### src/rtl/adc_word_aligner.sv
// adc_word_aligner
// Aligns the 24-bit deserialized ADC word by searching for the bit offset at
// which the ADC test pattern appears. Once locked, it keeps that offset and
// counts pattern errors on request. Data always flows at the current offset.
module adc_word_aligner #(
  parameter logic [11:0] P_PAT_0    = 12'hF0C,
  parameter logic [11:0] P_PAT_1    = 12'h0A3,
  parameter int          P_SETTLE   = 2,
  parameter int          P_LOCK_CNT = 16
) (
  input  logic        clk,
  input  logic        rst_n,
  input  logic [23:0] raw_in,
  input  logic        train_req,
  input  logic        chk_en,
  input  logic        err_clr,
  output logic [11:0] adc_samp_0,
  output logic [11:0] adc_samp_1,
  output logic        samp_valid,
  output logic [4:0]  offset,
  output logic        train_busy,
  output logic        locked,
  output logic        lock_fail,
  output logic [15:0] err_cnt
);

  localparam int SW = $clog2(P_SETTLE + 1);
  localparam int MW = $clog2(P_LOCK_CNT + 1);
  localparam logic [SW-1:0] SETTLE_LAST = SW'(P_SETTLE - 1);
  localparam logic [MW-1:0] MATCH_LAST  = MW'(P_LOCK_CNT - 1);
  localparam logic [23:0]   PATTERN     = {P_PAT_1, P_PAT_0};
  localparam logic [4:0]    OFFSET_MAX  = 5'd23;

  typedef enum logic [2:0] {
    ST_IDLE,
    ST_SETTLE,
    ST_CHECK,
    ST_LOCKED,
    ST_FAIL
  } state_t;

  state_t          state_reg, state_next;
  logic [4:0]      offset_reg, offset_next;
  logic [SW-1:0]   settle_cnt_reg, settle_cnt_next;
  logic [MW-1:0]   match_cnt_reg, match_cnt_next;
  logic [15:0]     err_cnt_reg, err_cnt_next;
  logic [23:0]     raw_prev_reg;
  logic [23:0]     aligned_q_reg;
  logic [47:0]     window;
  logic [23:0]     aligned;
  logic            pat_match;

  // Two consecutive words cover every possible 24-bit alignment
  assign window    = {raw_in, raw_prev_reg};
  assign aligned   = window[offset_reg +: 24];
  assign pat_match = (aligned_q_reg == PATTERN);

  // Datapath: previous word and registered aligned word (one cycle latency)
  always_ff @(posedge clk or negedge rst_n) begin
    if (!rst_n) begin
      raw_prev_reg  <= '0;
      aligned_q_reg <= '0;
    end else begin
      raw_prev_reg  <= raw_in;
      aligned_q_reg <= aligned;
    end
  end

  // State register plus the counters and offset it owns
  always_ff @(posedge clk or negedge rst_n) begin
    if (!rst_n) begin
      state_reg      <= ST_IDLE;
      offset_reg     <= '0;
      settle_cnt_reg <= '0;
      match_cnt_reg  <= '0;
      err_cnt_reg    <= '0;
    end else begin
      state_reg      <= state_next;
      offset_reg     <= offset_next;
      settle_cnt_reg <= settle_cnt_next;
      match_cnt_reg  <= match_cnt_next;
      err_cnt_reg    <= err_cnt_next;
    end
  end

  // Next-state logic: offset search, lock detection and error counting
  always_comb begin
    state_next      = state_reg;
    offset_next     = offset_reg;
    settle_cnt_next = settle_cnt_reg;
    match_cnt_next  = match_cnt_reg;
    err_cnt_next    = err_cnt_reg;

    if (train_req) begin
      // A training request restarts the search from any state
      state_next      = ST_SETTLE;
      offset_next     = '0;
      settle_cnt_next = '0;
      match_cnt_next  = '0;
    end else begin
      case (state_reg)
        ST_SETTLE: begin
          settle_cnt_next = settle_cnt_reg + SW'(1);
          if (settle_cnt_reg == SETTLE_LAST) begin
            state_next     = ST_CHECK;
            match_cnt_next = '0;
          end
        end
        ST_CHECK: begin
          if (pat_match) begin
            match_cnt_next = match_cnt_reg + MW'(1);
            if (match_cnt_reg == MATCH_LAST) begin
              state_next = ST_LOCKED;
            end
          end else if (offset_reg < OFFSET_MAX) begin
            // Ascending search: the lowest matching offset wins
            offset_next     = offset_reg + 5'd1;
            settle_cnt_next = '0;
            state_next      = ST_SETTLE;
          end else begin
            state_next = ST_FAIL;
          end
        end
        default: begin
        end
      endcase
    end

    // Clearing beats a same-cycle increment; counting only while locked
    if (err_clr || train_req) begin
      err_cnt_next = '0;
    end else if ((state_reg == ST_LOCKED) && chk_en && !pat_match &&
                 (err_cnt_reg != 16'hFFFF)) begin
      err_cnt_next = err_cnt_reg + 16'd1;
    end
  end

  // Output decode: status flags follow the state directly
  always_comb begin
    train_busy = (state_reg == ST_SETTLE) || (state_reg == ST_CHECK);
    locked     = (state_reg == ST_LOCKED);
    lock_fail  = (state_reg == ST_FAIL);
    samp_valid = (state_reg == ST_LOCKED);
  end

  assign adc_samp_0 = aligned_q_reg[11:0];
  assign adc_samp_1 = aligned_q_reg[23:12];
  assign offset     = offset_reg;
  assign err_cnt    = err_cnt_reg;

endmodule

### config.mk
export PLATFORM = sky130hd
export DESIGN_NAME = adc_word_aligner
export DESIGN_NICKNAME = d
export VERILOG_FILES = /design/src/rtl/adc_word_aligner.sv
export SDC_FILE = /design/constraint.sdc
export NUM_CORES = 1
export LEC_CHECK = 0
export BUFFER_PORTS_ARGS = -buffer_cell sky130_fd_sc_hd__buf_2
export CORE_ASPECT_RATIO = 1.2
export CORE_MARGIN = 3
export CORE_UTILIZATION = 52
export DETAILED_ROUTE_END_ITERATION = 10
export MAX_ROUTING_LAYER = met4
export PLACE_DENSITY = 0.75
export SETUP_SLACK_MARGIN = 0.02
export SYNTH_ARGS = -nofsm -noshare
export SYNTH_HDL_FRONTEND = slang
export SYNTH_SLANG_ARGS = --single-unit
export TNS_END_PERCENT = 30
### constraint.sdc
create_clock -name clk -period 4.3 [get_ports clk]
set_input_delay 0.86 -clock clk [delete_from_list [all_inputs] [get_ports clk]]
set_output_delay 0.86 -clock clk [all_outputs]
set_load 0.01 [all_outputs]
==> impl_metrics.py <==
metrics = {
    "place": {
        "gp_congestion": 0.915,
        "placed_cells": 667,
        "io_buffers": 77,
        "pre_cts_ws_ps": 1680,
        "placed_cell_area_sq_um": 5620,
        "hpwl_mm": 10.5,
    },
    "drt": {
        "drtAntennaViolNets": 0,
        "viasPerCell": 6.54,
        "routed_wirelength_mm": 14.1,
        "first_pass_iters": 5,
        "drtIter0Drc": 379,
        "via_count": 4470,
        "drc": 0,
        "post_drt_wl_per_cell_microns": 20.6,
    },
    "cts": {
        "ctsResizeCount": 0,
        "cts_buffers": 9,
        "cts_tree": "yes",
        "cts_max_path_buffers": 2,
        "h-tree-depth": 3,
        "ctsHoldBuffers": 0,
        "post_cts_buffers": 0,
        "clkLatencyLatePin_ps": 340,
        "clkTransAtPathRegs_ps": 60,
        "cts_root_buffer": "clkbuf_16",
        "cts.sinks": 79,
    },
    "layout": {
        "final_area_sq_um": 5920,
        "multiInputGateArea_sq_um": 3040,
        "drive_gt1_share_pct": 32.5,
        "fill_cells": 790,
        "finalNonFillerCells": 683,
        "syn_to_final_growth_pct": 13.1,
        "n_antenna_cell": 0,
        "regArea_sq_um": 1980,
        "finalNetCount": 589,
    },
    "synthesis": {
        "post_synth_inst_count": 499,
        "syn_nets": 533,
        "ys_async_sr_fraction_pct": 100,
        "synth_edf_count": 0,
        "synth_ff_type": "dfrtp_1",
        "yosys_warnings": 0,
        "synth_cell_types": 65,
        "avgSynthCellArea_sq_um": 10.5,
        "synth-seq-area-share_pct": 37.7,
        "syn_area_sq_um": 5240,
        "yosys_register_bits": 79,
    },
    "timing": {
        "slew_viol_final": 0,
        "hold_ws_ps": 490,
        "timing.final.crit_share_pct": 62.0,
        "setup_ws_ps": 1630,
        "tightest_slew_ps": 1010,
        "setup_viol": 0,
        "hold_viol": 0,
        "max_freq_ghz": 0.375,
        "rsz0062_at_grt": "no",
        "period_minus_slack_ps": 2670,
        "fin_skew_ps": 5.77,
        "slew_headroom_pct": 32.7,
        "setup_tns_ps": 0,
    },
    "run": {
        "maxCapViolations": 0,
    },
    "global_route": {
        "grt_pass1_vias": 4289,
        "grt_antenna_before_repair": 0,
        "grt_overflow": 0,
        "grt_usage_pct": 25.9,
        "grt_pass1_wl_mm": 22.5,
        "grt_max_degree": 80,
    },
    "min_path": {
        "hold_path.class": "reg2reg",
    },
    "floorplanning": {
        "die_area_sq_um": 11300,
        "start_util_pct": 54.2,
        "die_h_microns": 116,
        "ioPinCount": 78,
        "chipWidth_microns": 97.6,
        "fp.coreArea_sq_um": 9660,
        "placementRows": 39,
    },
    "power_and_ir_drop": {
        "p_leak_nw": 2.43,
        "powerDensity_nw_per_um2": 369,
        "ir_drop_uv": 184,
    },
    "worst_setup_path": {
        "start_kind": "flip-flop",
        "critPathRequiredTime_ps": 4510,
        "cp-end-kind": "flip-flop",
        "criticalPathCategory": "reg2reg",
        "cp_max_fo": 36,
        "cp.arrival_ps": 2880,
    },
    "outcome": {
        "status": "finished, final reports clean",
    },
}
[metrics by stage]
step / util [%] / total power, mW
6_report: 61.3 / 2.19
5_1_grt: 61.3 / 2.29
4_1_cts: 61.3 / 2.20
3_5_place_dp: 58.1 / 1.41
3_3_place_gp: 58.1 / 1.39
2_1_floorplan: - / 1.23
[power by group]
part	leakage [nW]	total (mW)	internal [mW]	switching, mW
clock network	0.145	0.790	0.469	0.322
registers	0.982	0.882	0.805	0.0767
logic	1.31	0.516	0.230	0.286
total	2.43	2.19	1.50	0.684
[final cells by class]
type | instances | area share (%)
clock buffer | 10 | 4.03
clock inverter | 6 | 1.14
inverter | 9 | 0.570
multi-input combinational | 376 | 51.3
sequential | 79 | 33.4
tap | 123 | 2.60
timing repair buffer | 80 | 6.93
[layer usage]
| metal | vias up | GRT usage [%] | routed length [microns] | part of all wire [%] |
|---|---|---|---|---|
| met5 | - | - | 0 | 0 |
| met4 | 0 | 12.8 | 561 | 4.0 |
| met2 | 190 | 42.8 | 7030 | 50 |
| li1 | 2012 | - | - | - |
| met1 | 2229 | 31.2 | 5500 | 39 |
| met3 | 39 | 4.09 | 968 | 6.9 |
[cells in the final DEF (no fill, tap or decap), types with 5 or more instances in the layout]
cell,synthesis,routed
nor2_1,45,45
clkbuf_16,0,9
inv_1,8,8
o21ai_0,25,25
ha_1,5,5
mux4_2,28,28
or3_1,10,10
dfrtp_1,79,77
mux2_2,32,32
o22ai_1,32,32
mux2i_1,37,37
nand3_1,13,13
a211oi_1,5,5
nand2_1,44,44
a21oi_1,26,26
buf_2,7,76
[critical path: stages (launching register included)]
cell and delay, ps:
dfrtp_2 850, buf_4 450, mux2_2 400, mux2i_1 310
o21ai_0 230, o22ai_1 210, nor2_1 90
[worst paths after layout]
kind | start | endpoint | slack [ps] | cells after the start
max | offset[1]$_DFFE_PN0P_ | aligned_q_reg[17]$_DFF_PN0_ | 1630 | 6
min | match_cnt_reg[4]$_DFFE_PN0P_ | match_cnt_reg[4]$_DFFE_PN0P_ | 490 | 1
max reg2reg | offset[1]$_DFFE_PN0P_ | aligned_q_reg[17]$_DFF_PN0_ | 1630 | 6
min reg2reg | match_cnt_reg[4]$_DFFE_PN0P_ | match_cnt_reg[4]$_DFFE_PN0P_ | 490 | 1
max in group asynchronous | rst_n | offset[0]$_DFFE_PN0P_ | 2950 | 1
min in group asynchronous | rst_n | state_reg[0]$_DFFE_PN0P_ | 680 | 1
[synthesized netlist by cell type, types with 2 or more instances]
cell	count	area, sq um
a211oi_1	5	37.5
a21oi_1	26	130
a31oi_1	3	18.8
and2_1	2	12.5
and3_1	4	25.0
and4_2	2	20.0
buf_1	2	7.51
buf_2	7	35.0
buf_4	7	52.6
buf_6	3	33.8
clkbuf_1	16	60.1
dfrtp_1	79	1980
ha_1	5	62.6
inv_1	8	30.0
mux2_2	32	360
mux2i_1	37	370
mux4_2	28	631
nand2_1	44	165
nand3_1	13	65.1
nand3b_1	2	15.0
nand4_1	4	25.0
nand4_4	2	42.5
nand4b_1	2	17.5
nor2_1	45	169
nor3b_1	3	22.5
nor4_1	3	18.8
o2111ai_4	2	52.6
o211ai_1	3	22.5
o21ai_0	25	125
o22ai_1	32	200
o2bb2ai_1	2	17.5
o31ai_1	2	15.0
o32ai_1	2	17.5
or2_2	3	18.8
or3_1	10	62.6
or3_2	2	15.0
or4_2	2	17.5
xor2_1	3	26.3
[logic make-up (layout without fill, tap and decap cells)]
kind of cell               count (synthesis)  after routing  share of synthesized area [%]
and+or+nand+nor                          154            154                           15.5
AOI/OAI and AO/OA                        116            116                           14.7
muxes                                     97             97                           26.0
DFF                                       79             79                           37.7
buffers and inverters                     44            105                           4.25
adders and majority gates                  5              5                           1.19
xor gates and xnor gates                   4              4                          0.669
No activity file was read; power rests on OpenSTA's default activity.
